File: config.mk
export PLATFORM = sky130hd
export DESIGN_NAME = literal_exec_core
export DESIGN_NICKNAME = d
export VERILOG_FILES = /design/src/rtl/literal_exec_core.sv
export SDC_FILE = /design/constraint.sdc
export NUM_CORES = 1
export LEC_CHECK = 0
export CAP_MARGIN = 20
export CORE_MARGIN = 2
export CORE_UTILIZATION = 25
export DETAILED_ROUTE_END_ITERATION = 10
export GPL_ROUTABILITY_DRIVEN = 0
export PLACE_DENSITY = 0.5
export SLEW_MARGIN = 10
export SYNTH_ARGS = -nofsm -noshare
export SYNTH_HDL_FRONTEND = slang
export SYNTH_SLANG_ARGS = --single-unit
File: constraint.sdc
create_clock -name clk -period 5.9 [get_ports clk]
set_input_delay 1.18 -clock clk [delete_from_list [all_inputs] [get_ports clk]]
set_output_delay 1.18 -clock clk [all_outputs]
set_load 0.01 [all_outputs]
File: src/rtl/literal_exec_core.sv
// Two-state fetch/execute core for literal ALU instructions and GOTO.
// Maintains the W register and Z/C/DC flags; the PC drives the ROM address directly.
`default_nettype none

module literal_exec_core (
    input  logic        clk,
    input  logic        rst,
    input  logic        en,
    input  logic [13:0] rom_data_in,
    output logic [10:0] rom_addr_out,
    output logic [7:0]  w_out,
    output logic        z_out,
    output logic        c_out,
    output logic        dc_out,
    output logic        instr_done,
    output logic        illegal
);

    typedef enum logic [0:0] {
        FETCH = 1'b0,
        EXEC  = 1'b1
    } state_t;

    state_t      state;
    state_t      state_next;
    logic [10:0] pc;
    logic [10:0] pc_next;
    logic [13:0] ir;
    logic [7:0]  w;
    logic [7:0]  w_next;
    logic        z;
    logic        c;
    logic        dc;
    logic        z_next;
    logic        c_next;
    logic        dc_next;
    logic        ill_next;

    logic [7:0]  k;
    logic [5:0]  op;
    logic [8:0]  sum;
    logic [4:0]  half_sum;
    logic [7:0]  diff;

    assign k        = ir[7:0];
    assign op       = ir[13:8];
    assign sum      = {1'b0, w} + {1'b0, k};
    assign half_sum = {1'b0, w[3:0]} + {1'b0, k[3:0]};
    assign diff     = k - w;

    always_comb begin
        state_next = (state == FETCH) ? EXEC : FETCH;
        pc_next    = pc + 11'd1;
        w_next     = w;
        z_next     = z;
        c_next     = c;
        dc_next    = dc;
        ill_next   = 1'b0;

        if (ir[13:11] == 3'b101) begin
            pc_next = ir[10:0];
        end else if (ir[13:11] == 3'b110) begin
            // MOVLW and RETLW alike: no return stack exists
            w_next = k;
        end else begin
            case (op)
                6'h38: begin
                    w_next = w | k;
                    z_next = ((w | k) == 8'h00);
                end
                6'h39: begin
                    w_next = w & k;
                    z_next = ((w & k) == 8'h00);
                end
                6'h3A: begin
                    w_next = w ^ k;
                    z_next = ((w ^ k) == 8'h00);
                end
                6'h3C, 6'h3D: begin
                    w_next  = diff;
                    z_next  = (diff == 8'h00);
                    c_next  = (k >= w);
                    dc_next = (k[3:0] >= w[3:0]);
                end
                6'h3E, 6'h3F: begin
                    w_next  = sum[7:0];
                    z_next  = (sum[7:0] == 8'h00);
                    c_next  = sum[8];
                    dc_next = half_sum[4];
                end
                default: begin
                    ill_next = (ir != 14'h0000);
                end
            endcase
        end
    end

    always_ff @(posedge clk) begin
        if (rst) begin
            state      <= FETCH;
            pc         <= 11'h000;
            ir         <= 14'h0000;
            w          <= 8'h00;
            z          <= 1'b0;
            c          <= 1'b0;
            dc         <= 1'b0;
            instr_done <= 1'b0;
            illegal    <= 1'b0;
        end else if (en) begin
            state <= state_next;
            if (state == FETCH) begin
                ir         <= rom_data_in;
                instr_done <= 1'b0;
                illegal    <= 1'b0;
            end else begin
                pc         <= pc_next;
                w          <= w_next;
                z          <= z_next;
                c          <= c_next;
                dc         <= dc_next;
                instr_done <= 1'b1;
                illegal    <= ill_next;
            end
        end else begin
            instr_done <= 1'b0;
            illegal    <= 1'b0;
        end
    end

    assign rom_addr_out = pc;
    assign w_out        = w;
    assign z_out        = z;
    assign c_out        = c;
    assign dc_out       = dc;

endmodule

`default_nettype wire
**Yosys cells after proc, flatten, opt, wreduce, memory -nomap -nowiden**

Cells that the tools add are included.

- Shift operators: 0
- Reductions and logical operators: 18
- Divide/modulo/power cells: 0
- Multiply operators: 0
- Bitwise gates (word level): 7
- Multiplexer cells: 8
- Add/subtract/negate cells: 4
- Equal/unequal tests: 9
- $lt $le $gt $ge: 2

Operator list:

| cell | number |
|---|---|
| $eq A6 B6 Y1 const B | 7 |
| $logic_not A8 Y1 | 5 |
| $pmux W8 S5 | 1 |
| $reduce_bool A14 Y1 | 1 |
| $reduce_or A12 Y1 | 1 |
| $add A11 B1 Y11 const B | 1 |
| $mux W11 | 1 |
| $reduce_and A5 Y1 | 2 |
| $add A8 B8 Y9 | 1 |
| $and A8 B8 Y8 | 1 |
| $ge A8 B8 Y1 | 1 |
| $mux W8 | 1 |
| $or A8 B8 Y8 | 1 |
| $sub A8 B8 Y8 | 1 |
| $xor A8 B8 Y8 | 1 |
| $eq A3 B3 Y1 const B | 2 |
| $reduce_bool A6 Y1 | 1 |
| $reduce_or A2 Y1 | 3 |
| $add A4 B4 Y5 | 1 |
| $pmux W1 S5 | 1 |
| $reduce_bool A5 Y1 | 1 |
| $ge A4 B4 Y1 | 1 |
| $not A1 Y1 | 4 |
| $pmux W1 S2 | 2 |
| other kinds (4) | 6 |

- Bits in writable memories: 0
- Flip-flop bits (word level): 39
- ROM bits: 0
- Output and inout bits: 24
- Memories kept: 0
- Logic and storage cells: 57
- Latch bits: 0

**Longest topological paths before layout**

Gate-level depths: netlist of the first run.

- Depth after elaboration: 4
- Gate-level depth with buffers: 9
- Gate-level depth less buffers: 9

**Least setup slack after synthesis of the first run**

No wires, ideal clock.

- Path kind: input to register
- Start point: input en
- End point: register z (netlist: z_out)
- Stages: 6
- Path slack: 3.586 ns
- Arrival time: 2.219 ns
- Path through: nand2_1 > a211oi_1 > o211ai_1 > nor4_1 > nand4_1 > o311ai_1

- Longest elaborated chain between the ends: 1

RTL lines:

| element | RTL line | text |
|---|---|---|
| start: declaration | 8 | `input logic en,` |
| $reduce_and A5 Y1 (no source line) | n/a |  |
| end signal: assignment | 118 | `z <= z_next;` |
| end: declaration | 31 | `logic z;` |

No other way between the ends.
A chain may end at the register's enable or synchronous reset.

**Final worst setup path of the first run**

- Start point: input en
- End point: register w[3] (netlist: w_out[3])

- Longest elaborated chain between the ends: 1

RTL lines:

| element | RTL line | text |
|---|---|---|
| $reduce_and A4 Y1 (no source line) | n/a |  |
| end signal: assignment | 117 | `w <= w_next;` |
| end: declaration | 29 | `logic [7:0] w;` |

No other way between the ends.

==> results of run 1 <==
==> per-stage QoR <==
step / hold WS, ps / instance area [sq um] / utilization, % / total power, mW
after floorplan: 479.0 / 3201 / - / 0.3776
after global placement: 473.5 / 3646 / 29.01 / 0.4139
after detailed placement: 477.0 / 3646 / 29.01 / 0.4135
after CTS: 485.3 / 3806 / 30.28 / 0.7044
after global routing: 513.8 / 3814 / 30.34 / 0.7299
final: 478.0 / 3814 / 30.34 / 0.6980
==> path summary, 6_finish.rpt <==
| path | startpoint | end | slack [ps] | depth (start not counted) |
|---|---|---|---|---|
| setup / recovery | en | w_out[3]$_SDFFE_PP0P_ | 2880 | 7 |
| hold / removal | c_out$_SDFFE_PP0P_ | c_out$_SDFFE_PP0P_ | 480 | 2 |
| setup reg to reg | ir[3]$_SDFFE_PP0P_ | w_out[6]$_SDFFE_PP0P_ | 3130 | 8 |
| hold reg to reg | c_out$_SDFFE_PP0P_ | c_out$_SDFFE_PP0P_ | 480 | 2 |
==> per-layer routing <==
| layer | share of wire [%] | wire length [um] | GRT usage (%) |
|---|---|---|---|
| met2 | 47 | 4744 | 25.13 |
| met1 | 46 | 4733 | 20.68 |
| met4 | 0.77 | 78 | 3.922 |
| met5 | 0 | 0 | 0 |
| met3 | 6.2 | 635 | 2.729 |
==> registers in the layout (all words and copies together), names as in the netlist <==
name          count
ir               14
rom_addr_out     11
w_out             8
c_out             1
dc_out            1
illegal           1
instr_done        1
state             1
z_out             1
==> final cells by class <==
class                           count  area, sq um  area share (%)
Multi-Input combinational cell    328         2137           56.04
Tap cell                          172        215.2           5.643
Sequential cell                    39        780.7           20.47
Clock inverter                      1        7.507          0.1969
Inverter                           26        97.59           2.559
Timing Repair Buffer               43        422.9           11.09
Clock buffer                        7        152.6           4.003
==> cell families after synthesis <==
group           count (synthesis)  synth area share, %
compound gates                130                27.01
fa+ha+maj                      28                11.42
buf+inv                        52                8.835
simple gates                  157                24.55
flops                          39                24.39
mux                             4                1.329
xor+xnor                        9                2.463
==> synthesized netlist by cell type (all sizes together) (3+ instances only) <==
master,count
nand4,7
nand2,62
ha,26
nand2b,6
o211ai,4
o31ai,4
a21oi,40
or2,3
xnor2,3
clkbuf,17
nand3,12
o21a,3
and3,5
nor3,9
or3,3
o22ai,3
nor2b,5
buf,8
o21ai,23
a221oi,5
nor4,12
a211oi,7
a22oi,5
inv,26
xor2,6
a31oi,10
nor2,25
dfxtp,39
a211o,3
==> report_power, final <==
| part | switching [mW] | internal (mW) |
|---|---|---|
| Combinational | 0.0676 | 0.0516 |
| Sequential | 0.0191 | 0.271 |
| Clock | 0.109 | 0.180 |
| Total | 0.196 | 0.502 |
==> critical path, stage by stage <==
cell	delay, ps
clkdlybuf4s50_1	520
and2_1	520
o211ai_1	160
buf_4	220
a221o_2	300
a211oi_1	180
a2111oi_1	80
==> results.py, run 1 <==
metrics = {
    "cells_and_area": {
        "stdcell_count": 616,
        "final_common_cell": "nand2_1",
        "final_cell_mix": "nand2_1, clkdlybuf4s50_1, a21oi_1, dfxtp_1, ha_1",
        "drive_above_1_share_pct": 6.532,
        "diodes": 0,
        "fillers": 1344,
        "finalNetCount": 488,
        "areaGrowthSynthToFinish_pct": 19.16,
    },
    "synth": {
        "synth_cell_types": 73,
        "synth_top_area_cell": "dfxtp_1",
        "synth_async_sr_flop_share_pct": 0,
        "syn_inst": 419,
        "ys_seq_area_share_pct": 24.39,
        "synth_area_sq_um": 3201,
        "synth_top_area_share_pct": 24.39,
        "synth-edff-count": 0,
        "synth_ff_type": "dfxtp_1",
        "syn_nets": 464,
        "yosys_register_bits": 39,
        "yosysWarnings": 0,
        "synth.avg_cell_area_sq_um": 7.639,
        "synth_area_leaders": "dfxtp_1, ha_1, nand2_1, a21oi_1, o21ai_0",
    },
    "global_routing": {
        "grt_antenna_before_repair": 0,
        "grt_overflow_total": 0,
        "track_usage_pct": 15.27,
        "grt_pass1_vias": 3100,
        "grt_max_degree": 37,
        "grt_pass1_wl_um": 16350,
    },
    "clocking": {
        "cts_resized": 0,
        "cts-root-buf": "clkbuf_16",
        "clk_latency_ps": 280,
        "clk_transition_reported_paths_ps": 60,
        "htreeDepth": 2,
        "post_cts_buffers": 0,
        "cts_tree": "yes",
        "hold_buffers": 0,
        "cts_buffers": 5,
        "cts_buffer_depth": 2,
        "cts_sinks": 39,
    },
    "pwr": {
        "irDropWorstVdd_v": 0.00009266,
        "powerDensity_nw_per_um2": 183.0,
        "p_leak_nw": 1.358,
    },
    "placed_design": {
        "hpwl_um": 7613,
        "port_buffers": 40,
        "dp_cells": 607,
        "place_ws_ps": 2596,
    },
    "sta": {
        "rsz0062_at_grt": "no",
        "hold_viol_final": 0,
        "setup_tns_ps": 0,
        "finalSetupViolCount": 0,
        "finalCritPeriodShare_pct": 51.21,
        "clock.fmax_mhz": 331.0,
        "slew_violations": 0,
        "slew_headroom_pct": 44.01,
        "clock_skew_ps": 5.608,
        "final.min_clock_period_ps": 3021,
        "fin_ws_ps": 2879,
        "worst_slew_pin_slew_ps": 838.1,
    },
    "die": {
        "core_area_sq_um": 12570,
        "ios": 41,
        "die_w_um": 117.1,
        "die_area_sq_um": 13720,
        "num_rows": 41,
        "start_util_pct": 25.47,
        "die_y_um": 117.1,
    },
    "routing": {
        "drtIter0Drc": 264,
        "ant_nets": 0,
        "wl_um": 10190,
        "viasPerCell": 5.214,
        "post_drt_wl_per_cell_um": 16.54,
        "dr.pass1.iters": 5,
        "num_vias": 3212,
        "drc": 0,
    },
    "worst_hold_path": {
        "min_path_type": "flop to flop",
    },
    "run": {
        "maxCapViolCount": 0,
    },
    "worst_setup_path": {
        "path_class": "primary input to flop",
        "worstSetupStartpointType": "primary input",
        "cp-end-kind": "flop",
        "arrival_ps": 3170,
        "crit_fanout": 18,
        "crit_required_ps": 6050,
    },
    "outcome": {
        "status": "finished, final reports clean",
    },
}
Power figures use the tool's default switching activity.
==> run 2: changes to the inputs <==
--- a/config.mk
+++ b/config.mk
@@ -10,7 +10,7 @@
 export CORE_UTILIZATION = 25
 export DETAILED_ROUTE_END_ITERATION = 10
 export GPL_ROUTABILITY_DRIVEN = 0
-export PLACE_DENSITY = 0.5
+export PLACE_DENSITY = 0.52
 export SLEW_MARGIN = 10
 export SYNTH_ARGS = -nofsm -noshare
 export SYNTH_HDL_FRONTEND = slang
==> constraint.sdc (replaced) <==
create_clock -name clk -period 2.67 [get_ports clk]
set_input_delay 0.534 -clock clk [delete_from_list [all_inputs] [get_ports clk]]
set_output_delay 0.534 -clock clk [all_outputs]
set_load 0.01 [all_outputs]
==> run 2 against run 1 <==
Effect of this change: power increased by 140%; core utilization is 1.5 points higher; combinational power rose to 2.5 times the previous value; sequential share of layout area shrank 0.94 points; count of clock-buffer cells in the layout is 1 lower; worst hold slack better by 3.5 ps; routed wire length up 4.7%; clock power grew to 2.5 times the previous value; first-iteration DRC count is 4.9% lower; clock skew grew 3.2 ps.
==> results.py, run 2 (synthesis gave the netlist of run 1 again) <==
metrics = {
    "die": {
        "num_rows": 41,
        "core_area_sq_um": 12570,
        "die_w_um": 117.1,
        "die_area_sq_um": 13720,
        "start_util_pct": 25.47,
        "ios": 41,
        "die_y_um": 117.1,
    },
    "clocking": {
        "cts_buffers": 5,
        "cts_buffer_depth": 2,
        "clk_latency_ps": 290,
        "clk_transition_reported_paths_ps": 70,
        "cts_tree": "yes",
        "cts-root-buf": "clkbuf_16",
        "htreeDepth": 2,
        "cts_sinks": 39,
    },
    "worst_hold_path": {
        "hp-start": "c_out$_SDFFE_PP0P_",
        "holdPathStages": 2,
        "min_path_type": "flop to flop",
        "hold_end": "c_out$_SDFFE_PP0P_",
    },
    "cells_and_area": {
        "largest_reg_flops": 14,
        "finalNetCount": 509,
        "diodes": 0,
        "regMostFlops": "ir",
        "areaGrowthSynthToFinish_pct": 24.86,
        "seq_area_sq_um": 780.7,
        "final_area_sq_um": 3996,
        "stdcell_count": 637,
        "fillers": 1354,
        "fin_util_pct": 31.80,
        "drive_above_1_share_pct": 11.18,
        "multi_input_area_sq_um": 2145,
        "final_common_cell": "nand2_1",
        "final_cell_mix": "nand2_1, clkdlybuf4s50_1, a21oi_1, dfxtp_1",
    },
    "worst_setup_path": {
        "rr_worst_depth": 8,
        "path_class": "flop to flop",
        "arrival_ps": 2710,
        "cpMostUsedCell": "a211o_1",
        "cpPeakStageDelay_ps": 470,
        "reg2reg_slack_ps": 170,
        "r2r-start": "w_out[1]$_SDFFE_PP0P_",
        "crit_required_ps": 2880,
        "crit_fanout": 6,
        "worstSetupStartpointType": "flop",
        "cp-end-kind": "flop",
        "reg2reg_to": "w_out[5]$_SDFFE_PP0P_",
        "cp_cell_sequence": "inv_1, ha_1, or2_2, a211o_1, a211oi_1, nor2_1, a211o_1, a31oi_1",
        "cpMaxStageDelayCell": "dfxtp_1",
    },
    "placed_design": {
        "port_buffers": 40,
        "place_area_sq_um": 3811,
        "dp_cells": 629,
        "hpwl_um": 8063,
    },
    "pwr": {
        "irDropWorstVdd_v": 0.0001897,
        "power_frac_comb_pct": 18.2,
        "p_leak_nw": 1.479,
        "power.total_mw": 1.661,
        "pwr-share-clk_pct": 44.1,
        "p_int_mw": 1.200,
        "switching_power_uw": 460.5,
        "swShare_pct": 27.73,
        "pwr-share-seq_pct": 37.7,
        "powerDensity_nw_per_um2": 415.5,
    },
    "global_routing": {
        "use_met1_pct": 21.59,
        "grt_max_degree": 36,
        "grt_pass1_wl_um": 17060,
        "grt_antenna_before_repair": 0,
        "grt_overflow_total": 0,
        "use_met3_pct": 3.605,
        "track_usage_pct": 15.97,
        "grt_pass1_vias": 3226,
        "use_met2_pct": 25.56,
        "top_usage_layer": "met2",
    },
    "sta": {
        "setup_tns_ps": 0,
        "slew_headroom_pct": 46.30,
        "rsz0062_at_grt": "no",
        "clock.fmax_mhz": 399.2,
        "hold_viol_final": 0,
        "slew_violations": 0,
        "clock_skew_ps": 8.770,
        "finalCritPeriodShare_pct": 93.81,
        "finalSetupViolCount": 0,
        "worst_slew_pin_slew_ps": 800.2,
        "final.min_clock_period_ps": 2505,
    },
    "run": {
        "maxCapViolCount": 0,
    },
    "routing": {
        "drtIter0Drc": 251,
        "ant_nets": 0,
        "wl_um": 10670,
        "dr.pass1.iters": 7,
        "post_drt_wl_per_cell_um": 16.76,
        "num_vias": 3340,
        "viasPerCell": 5.243,
        "drc": 0,
    },
    "outcome": {
        "status": "finished, final reports clean",
    },
}
-- run 2: cell types whose count changed in the layout (fill, tap and decap cells not counted), sizes merged --
cell      change
buf          +21
bufinv        +1
clkbuf        -1
clkinvlp      -1
inv           +1
-- run 2: power by group through the flow --
stage,sequential (mW),combinational [mW],clock [mW]
after global placement,0.637,0.299,0
after floorplan,0.628,0.206,0
final,0.625,0.303,0.732
after detailed placement,0.638,0.295,0
after CTS,0.624,0.298,0.743
after global routing,0.628,0.330,0.771
-- run 2: timing repair --
action / CTS / global route
endpoints found under the setup margin: 0 / 2
gates resized for setup: 0 / 2
setup buffers: 0 / 0
hold buffers: 0 / 0
-- run 2: area by class of cell --
type / instances / share of cell area (%)
Tap cell: 172 / 5.385
Clock buffer: 6 / 3.475
Inverter: 26 / 2.442
Sequential cell: 39 / 19.54
Clock inverter: 2 / 0.9706
Timing Repair Buffer: 64 / 14.53
Multi-Input combinational cell: 328 / 53.66
-- run 2: how the worst max path moves through the flow --
stage	startpoint	endpoint	slack, ps	cells past startpoint
6_report	w_out[1]$_SDFFE_PP0P_	w_out[5]$_SDFFE_PP0P_	170	8
5_1_grt	w_out[1]$_SDFFE_PP0P_	w_out[3]$_SDFFE_PP0P_	40	8
4_1_cts	w_out[3]$_SDFFE_PP0P_	w_out[6]$_SDFFE_PP0P_	180	8
2_1_floorplan	w_out[0]$_SDFFE_PP0P_	w_out[6]$_SDFFE_PP0P_	390	8
3_3_place_gp	w_out[1]$_SDFFE_PP0P_	w_out[5]$_SDFFE_PP0P_	260	8
3_5_place_dp	w_out[3]$_SDFFE_PP0P_	w_out[6]$_SDFFE_PP0P_	210	8
-- run 2: stage by stage --
step | hold WS [ps] | setup WS, ps
2_1_floorplan | 479.0 | 393.2
4_1_cts | 494.2 | 176.4
6_report | 481.5 | 165.2
5_1_grt | 509.7 | 39.03
3_3_place_gp | 470.1 | 256.6
3_5_place_dp | 480.9 | 207.4
-- run 2: worst max-delay path, delay by kind of cell, from the launching register on --
kind | cells | cell delay, ps
and+or+nand+nor | 2 | 390
buffers and inverters | 1 | 100
adders and majority gates | 1 | 360
AOI/OAI and AO/OA | 4 | 1110
DFF | 1 | 470
-- run 2: metal layers --
layer | up-vias | share of wire [%]
li1 | 1619 | -
met1 | 1562 | 45
met2 | 144 | 46
met3 | 15 | 7.7
met4 | 0 | 1.4
met5 | - | 0
